## src/rtl/rock_pkg.sv

```systemverilog
// rock_pkg: state encoding, saturating level helpers and default thresholds for rock_ctrl_gen
package rock_pkg;
  typedef enum logic [1:0] {IDLE = 2'd0, RAMP_UP = 2'd1, HOLD = 2'd2, RAMP_DOWN = 2'd3} state_t;
  localparam int HR_THR_DEF = 120;
  localparam int CRY_THR_DEF = 80;
  localparam int HOLD_TICKS_DEF = 8;
  function automatic logic [7:0] sat_inc(input logic [7:0] v, input logic [7:0] max);
    return (v >= max) ? max : v + 8'd1;
  endfunction
  function automatic logic [7:0] sat_dec(input logic [7:0] v);
    return (v == 8'd0) ? 8'd0 : v - 8'd1;
  endfunction
endpackage

```

## src/rtl/rock_avg.sv

```systemverilog
// rock_avg: single-channel moving-average window, zero-filled after reset
//   clk, reset (async active-low), tick (shift enable), sample in,
//   avg_next = average including the sample entering on this tick
module rock_avg #(
  parameter int DATA_W = 8,
  parameter int AVG_LOG2 = 2
) (
  input  logic              clk,
  input  logic              reset,
  input  logic              tick,
  input  logic [DATA_W-1:0] sample,
  output logic [DATA_W-1:0] avg_next
);
  localparam int DEPTH = 1 << AVG_LOG2;
  localparam int SUM_W = DATA_W + AVG_LOG2;
  logic [DATA_W-1:0] win [DEPTH];
  logic [SUM_W-1:0] sum, sum_next;
  assign sum_next = sum + SUM_W'(sample) - SUM_W'(win[DEPTH-1]);
  assign avg_next = DATA_W'(sum_next >> AVG_LOG2);
  always_ff @(posedge clk or negedge reset)
    if (!reset) begin
      sum <= '0;
      for (int i = 0; i < DEPTH; i++) win[i] <= '0;
    end else if (tick) begin
      sum <= sum_next;
      win[0] <= sample;
      for (int i = 1; i < DEPTH; i++) win[i] <= win[i-1];
    end
endmodule

```

## src/rtl/rock_ctrl_gen.sv

```systemverilog
// rock_ctrl_gen: tick-enabled cradle rocking controller with averaged stress detection
//   clk, reset (async active-low), tick (step enable), hartslag/huilVol samples,
//   amp/freq levels, state (IDLE/RAMP_UP/HOLD/RAMP_DOWN), stress flag.
//   MANUAL_OVERRIDE_EN adds ovr/ovr_amp/ovr_freq to force levels and park the FSM in HOLD.
module rock_ctrl_gen
  import rock_pkg::*;
#(
  parameter int DATA_W = 8,
  parameter int LVL_W = 3,
  parameter int AVG_LOG2 = 2,
  parameter int HR_THR = HR_THR_DEF,
  parameter int CRY_THR = CRY_THR_DEF,
  parameter int HOLD_TICKS = HOLD_TICKS_DEF,
  parameter int FREQ_DIV = 2
) (
  input  logic              clk,
  input  logic              reset,
  input  logic              tick,
  input  logic [DATA_W-1:0] hartslag,
  input  logic [DATA_W-1:0] huilVol,
`ifdef MANUAL_OVERRIDE_EN
  input  logic              ovr,
  input  logic [LVL_W-1:0]  ovr_amp,
  input  logic [LVL_W-1:0]  ovr_freq,
`endif
  output logic [LVL_W-1:0]  amp,
  output logic [LVL_W-1:0]  freq,
  output logic [1:0]        state,
  output logic              stress
);
  localparam int LVL_MAX = (1 << LVL_W) - 1;
  localparam int CNT_W = $clog2(HOLD_TICKS + 1);
  localparam int DIV_W = FREQ_DIV > 1 ? $clog2(FREQ_DIV) : 1;
  localparam logic [DATA_W-1:0] HR_T = DATA_W'(HR_THR);
  localparam logic [DATA_W-1:0] CRY_T = DATA_W'(CRY_THR);
  localparam logic [CNT_W-1:0] HOLD_LOAD = CNT_W'(HOLD_TICKS);
  localparam logic [DIV_W-1:0] DIV_LAST = DIV_W'(FREQ_DIV - 1);
  state_t st, st_next;
  logic [DATA_W-1:0] hr_avg, cry_avg;
  logic [LVL_W-1:0] amp_next, freq_next, amp_up, freq_up, amp_dn, freq_dn, frc_amp, frc_freq;
  logic [CNT_W-1:0] cnt, cnt_next;
  logic [DIV_W-1:0] div, div_next;
  logic frc;
`ifdef MANUAL_OVERRIDE_EN
  assign frc = ovr;
  assign frc_amp = ovr_amp;
  assign frc_freq = ovr_freq;
`else
  assign frc = 1'b0;
  assign frc_amp = '0;
  assign frc_freq = '0;
`endif
  rock_avg #(.DATA_W(DATA_W), .AVG_LOG2(AVG_LOG2)) u_hr (
    .clk(clk), .reset(reset), .tick(tick), .sample(hartslag), .avg_next(hr_avg));
  rock_avg #(.DATA_W(DATA_W), .AVG_LOG2(AVG_LOG2)) u_cry (
    .clk(clk), .reset(reset), .tick(tick), .sample(huilVol), .avg_next(cry_avg));
  assign amp_up = LVL_W'(sat_inc(8'(amp), 8'(LVL_MAX)));
  assign freq_up = LVL_W'(sat_inc(8'(freq), 8'(LVL_MAX)));
  assign amp_dn = LVL_W'(sat_dec(8'(amp)));
  assign freq_dn = LVL_W'(sat_dec(8'(freq)));
  assign state = st;
  always_ff @(posedge clk or negedge reset)
    if (!reset) st <= IDLE;
    else st <= frc ? HOLD : tick ? st_next : st;
  // FSM reacts to the stress flag registered on the previous tick
  always_comb
    case (st)
      IDLE:    st_next = stress ? RAMP_UP : IDLE;
      RAMP_UP: st_next = stress ? RAMP_UP : HOLD;
      HOLD:    st_next = stress ? RAMP_UP : (cnt == CNT_W'(1)) ? RAMP_DOWN : HOLD;
      default: st_next = stress ? RAMP_UP : (amp == '0 && freq == '0) ? IDLE : RAMP_DOWN;
    endcase
  // levels only move on ticks that stay in a ramp state; transition ticks leave them alone
  always_comb begin
    amp_next = amp;
    freq_next = freq;
    cnt_next = cnt;
    div_next = div;
    if (st_next == RAMP_UP && st != RAMP_UP) div_next = '0;
    else if (st == RAMP_UP && stress) begin
      amp_next = amp_up;
      freq_next = (div == DIV_LAST) ? freq_up : freq;
      div_next = (div == DIV_LAST) ? '0 : div + DIV_W'(1);
    end else if (st == RAMP_UP) cnt_next = HOLD_LOAD;
    else if (st == HOLD) cnt_next = cnt - CNT_W'(1);
    else if (st == RAMP_DOWN && !stress) begin
      amp_next = amp_dn;
      freq_next = freq_dn;
    end
  end
  always_ff @(posedge clk or negedge reset)
    if (!reset) begin
      amp <= '0;
      freq <= '0;
      cnt <= '0;
      div <= '0;
      stress <= 1'b0;
    end else begin
      if (tick) stress <= (hr_avg > HR_T) || (cry_avg > CRY_T);
      if (frc) begin
        amp <= frc_amp;
        freq <= frc_freq;
        cnt <= HOLD_LOAD;
      end else if (tick) begin
        amp <= amp_next;
        freq <= freq_next;
        cnt <= cnt_next;
        div <= div_next;
      end
    end
endmodule

```

## config.mk

```make
export PLATFORM = sky130hd
export DESIGN_NAME = rock_ctrl_gen
export DESIGN_NICKNAME = d
export VERILOG_FILES = /design/src/rtl/rock_pkg.sv /design/src/rtl/rock_avg.sv /design/src/rtl/rock_ctrl_gen.sv
export SDC_FILE = /design/constraint.sdc
export NUM_CORES = 1
export LEC_CHECK = 0
export CAP_MARGIN = 20
export CORE_MARGIN = 4
export CORE_UTILIZATION = 30
export CTS_BUF_LIST = sky130_fd_sc_hd__clkbuf_8
export DETAILED_ROUTE_END_ITERATION = 7
export GPL_TIMING_DRIVEN = 0
export PLACE_DENSITY = 0.53
export SYNTH_ARGS = -nofsm -noshare
export SYNTH_HDL_FRONTEND = slang
export SYNTH_SLANG_ARGS = --single-unit
export TNS_END_PERCENT = 50
```

## constraint.sdc

```tcl
create_clock -name clk -period 3.4 [get_ports clk]
set_clock_uncertainty 0.2 [all_clocks]
set_input_delay 0.68 -clock clk [delete_from_list [all_inputs] [get_ports clk]]
set_output_delay 0.68 -clock clk [all_outputs]
set_load 0.05 [all_outputs]
```

==> flow_summary.yaml <==
clocking:
  ctsRootBufferMaster: "sky130_fd_sc_hd__clkbuf_8"
  tritoncts.num_buffers: 9
  tritoncts: "done"
  cts.hold.buffers_added: 0
  insertion_delay_ns: 0.37
  h-tree-depth: 3
  cts_sinks: 98
  clock_tree.buffer_depth: 2
  path_clk_slew_ns: 0.09
routing:
  drt_iter0_markers: 132
  met1_length_um: 5080
  avgRoutedWirePerCell_um: 13.7
  totalWireLength_um: 10700
  drt-vias-per-instance: 4.66
  highest-signal-layer: "met4"
  dr_total_vias: 3661
  metal2_wl_um: 5010
  remaining_drc_errors: 0
  drt.antenna.violating_nets: 0
  routed-wl-met3_um: 323
  detailedRoute.firstPassIterationCount: 4
sta:
  worst_slew_pin_slew_ns: 0.830
  finalCritPeriodShare_pct: 96.6
  final_hold_viol_count: 0
  maxClockFrequency_ghz: 0.304
  timing.final.ws_setup_ns: 0.115
  headroom_to_the_max_slew_limit_pct: 44.7
  report.final.setup_viol: 0
  post_layout_min_period_ns: 3.29
  fin_setup_tns_ns: 0
  slew_violations: 0
setup_path:
  cp_data_arrival_time_ns: 3.38
  timing.rr.end: "stress"
  path_max_fanout: 4
  reg2regPathDepth: 11
  timing.critical_path.required_ns: 3.50
  start_kind: "input pin"
  cp-end-kind: "flop"
  r2r_setup_slack_ns: 0.14
  r2r_start: "u_hr.win[4]"
  critPathKind: "in -> reg"
placed_design:
  cell_total_after_placement: 757
  dp.final_hpwl_um: 7580
  io_buffers: 27
  gp_congestion: 0.828
  preCtsSetupSlack_ns: -0.969
run:
  max-cap-violations: 0
power:
  power_frac_seq_pct: 25.6
  p_switching_mw: 2.77
  peakVddDrop_v: 0.000341
  power_density_nw_per_um2: 1020
  power_report.internal_total_mw: 3.85
  power_mw: 6.62
  power.share.combinational_pct: 63.4
  netSwitchingFraction_pct: 41.8
  cellLeakagePower_nw: 2.98
  p_clk_share_pct: 11.0
yosys:
  area_share_of_the_largest_cell_type_after_synthesis_pct: 45.0
  cell_area_after_synthesis_um2: 5450
  synth_top_area_cell: "sky130_fd_sc_hd__dfrtp_1"
  distinct_cell_type_count_after_synthesis: 53
  synthesis.instances: 500
  syn-mean-instance-area_um2: 10.9
  ys_seq_area_share_pct: 45.0
  synth-seq-cells: 98
  synth-edff-count: 0
  synth_top_cells_by_area: "sky130_fd_sc_hd__dfrtp_1, sky130_fd_sc_hd__mux2_2, sky130_fd_sc_hd__ha_1, sky130_fd_sc_hd__fa_1, sky130_fd_sc_hd__inv_1"
  ys_async_sr_fraction_pct: 100
  dominantRegCellSynth: "sky130_fd_sc_hd__dfrtp_1"
  synth-warning-count: 0
  syn_nets: 567
floorplanning:
  core_ar_um2: 17900
  number_of_cell_rows: 49
  initial_utilization_pct: 30.4
  die_w_um: 143
  ios: 28
  design.die.area_um2: 20400
  die_height_um: 143
cells_and_area:
  final_net_count: 618
  syn2layout_area_growth_pct: 19.5
  final-instance-count-excl-fill: 785
  antennaDiodeCount: 0
  layout-drive-gt1-share_pct: 25.7
global_routing:
  antenna_found_initial: 0
  grt-ovfl-total: 0
  grt_first_pass_wirelength_um: 18600
  largest_net_degree_at_the_start_of_global_routing: 71
  first_global_vias: 3821
  grtUsageTotal_pct: 11.4
worst_hold_path:
  hold_path_class: "in -> async"
run_status:
  run_status: "finished, final reports clean"
worst max path at each step:
stage	start	end	slack [ns]	cells past startpoint
after floorplan	huilVol[1]	stress	0.01	11
after global placement	reset	amp[2]	-2.24	1
after detailed placement	huilVol[1]	stress	-0.97	12
after CTS	hartslag[1]	stress	0.0008	11
after global routing	huilVol[3]	stress	-0.007	12
final	hartslag[2]	stress	0.11	12
sequential cells by signal, summed over array words and instances (netlist names):
signal / count
cnt: 4
u_hr.win: 32
freq: 3
state: 2
div: 1
u_cry.win: 32
stress: 1
u_cry.sum: 10
amp: 3
u_hr.sum: 10
repair_timing:
action                                 in CTS  in global routing
buffers inserted                            9                  3
cloned                                      0                  0
resized for setup                          32                 22
endpoints found under the hold margin       0                  0
setup endpoints to repair                   1                  1
pin swaps                                  13                 24
cell type report:
class | instances | area, µm²
plain buffers | 16 | 98.8
clock buffers | 12 | 165
clock inverters | 4 | 23.8
fillers | 1786 | 11400
inverters | 79 | 297
multi-input cells | 307 | 2810
flip-flops and latches | 98 | 2450
well taps | 229 | 287
repair buffers | 40 | 374
layer usage:
metal / up-vias / GRT usage, %
met3: 23 / 2.41
li1: 1776 / -
met1: 1813 / 14.8
met2: 49 / 17.9
met5: - / 0
met4: 0 / 6.10
worst max-delay path, stage by stage:
cell	delay [ns]
sky130_fd_sc_hd__clkdlybuf4s15_1	0.19
sky130_fd_sc_hd__inv_1	0.05
sky130_fd_sc_hd__fa_1	0.49
sky130_fd_sc_hd__inv_2	0.05
sky130_fd_sc_hd__ha_4	0.24
sky130_fd_sc_hd__and2b_1	0.17
sky130_fd_sc_hd__o21ba_2	0.19
sky130_fd_sc_hd__or4_1	0.49
sky130_fd_sc_hd__o21ai_1	0.09
sky130_fd_sc_hd__a311oi_1	0.11
sky130_fd_sc_hd__or4b_4	0.50
sky130_fd_sc_hd__a41oi_2	0.13
per-stage QoR:
step                      utilization (%)  hold slack, ns  instance area, µm²
after floorplan                         -           0.184                5470
after global placement               33.7           0.266                6030
after detailed placement             33.8           0.272                6050
after CTS                            35.9          0.0175                6430
after global routing                 36.4          0.0366                6510
final                                36.4          0.0283                6510
power groups by stage:
stage                     registers [mW]  logic, mW  clock network (mW)
after floorplan                     1.82       2.57                   0
after global placement              1.71       3.31                   0
after detailed placement            1.73       3.39                   0
after CTS                           1.70       3.96               0.761
after global routing                1.74       4.69               0.812
final                               1.70       4.20               0.725
cells by family after synthesis:
family          after synthesis  synth area share (%)
compound gates               88                  10.2
flops                        98                  45.0
simple gates                 85                  7.40
mux                          70                  14.3
fa+ha+maj                    48                  13.2
xor+xnor                     16                  2.57
buf+inv                      95                  7.19
synthesized netlist by cell type, types with 2 or more instances:
library cell               count
sky130_fd_sc_hd__dfrtp_1      98
sky130_fd_sc_hd__inv_1        78
sky130_fd_sc_hd__mux2_2       64
sky130_fd_sc_hd__nand2_1      38
sky130_fd_sc_hd__ha_1         32
sky130_fd_sc_hd__o21ai_0      27
sky130_fd_sc_hd__a21oi_1      19
sky130_fd_sc_hd__fa_1         16
sky130_fd_sc_hd__nor2_1       16
sky130_fd_sc_hd__xnor2_1      13
sky130_fd_sc_hd__clkbuf_1     11
sky130_fd_sc_hd__a21o_1        7
sky130_fd_sc_hd__nor3_1        7
sky130_fd_sc_hd__mux2i_1       6
sky130_fd_sc_hd__o21a_1        6
sky130_fd_sc_hd__a31oi_1       5
sky130_fd_sc_hd__a22o_1        3
sky130_fd_sc_hd__nand3_1       3
sky130_fd_sc_hd__nand4_1       3
sky130_fd_sc_hd__nor2b_1       3
sky130_fd_sc_hd__xor2_1        3
sky130_fd_sc_hd__a31o_2        2
sky130_fd_sc_hd__buf_4         2
sky130_fd_sc_hd__clkbuf_8      2
sky130_fd_sc_hd__nor4_1        2
sky130_fd_sc_hd__o211ai_1      2
sky130_fd_sc_hd__o21bai_1      2
sky130_fd_sc_hd__o22ai_1       2
sky130_fd_sc_hd__o31ai_1       2
sky130_fd_sc_hd__or2_2         2
sky130_fd_sc_hd__or3_1         2
layout by cell type (no fill, tap or decap), types with 3 or more instances in the layout:
cell and n:
sky130_fd_sc_hd__clkinv_2 3, sky130_fd_sc_hd__clkbuf_1 11, sky130_fd_sc_hd__dlymetal6s2s_1 3, sky130_fd_sc_hd__nor3_1 7, sky130_fd_sc_hd__ha_1 22, sky130_fd_sc_hd__mux2_2 64
sky130_fd_sc_hd__nand4_1 3, sky130_fd_sc_hd__a31oi_1 5, sky130_fd_sc_hd__a21o_1 7, sky130_fd_sc_hd__dlygate4sd2_1 3, sky130_fd_sc_hd__o21ai_1 3, sky130_fd_sc_hd__inv_2 8
sky130_fd_sc_hd__clkdlybuf4s50_1 15, sky130_fd_sc_hd__nor2_1 16, sky130_fd_sc_hd__mux2i_1 6, sky130_fd_sc_hd__nor2b_1 3, sky130_fd_sc_hd__nand2_1 36, sky130_fd_sc_hd__o21a_1 6
sky130_fd_sc_hd__buf_4 14, sky130_fd_sc_hd__a22o_1 3, sky130_fd_sc_hd__fa_1 15, sky130_fd_sc_hd__clkbuf_8 14, sky130_fd_sc_hd__ha_4 9, sky130_fd_sc_hd__inv_1 71
sky130_fd_sc_hd__a21oi_1 16, sky130_fd_sc_hd__dfrtp_1 98, sky130_fd_sc_hd__clkbuf_2 3, sky130_fd_sc_hd__o21ai_0 25, sky130_fd_sc_hd__xnor2_1 13
Note: power is estimated with default switching activity, not from simulation.
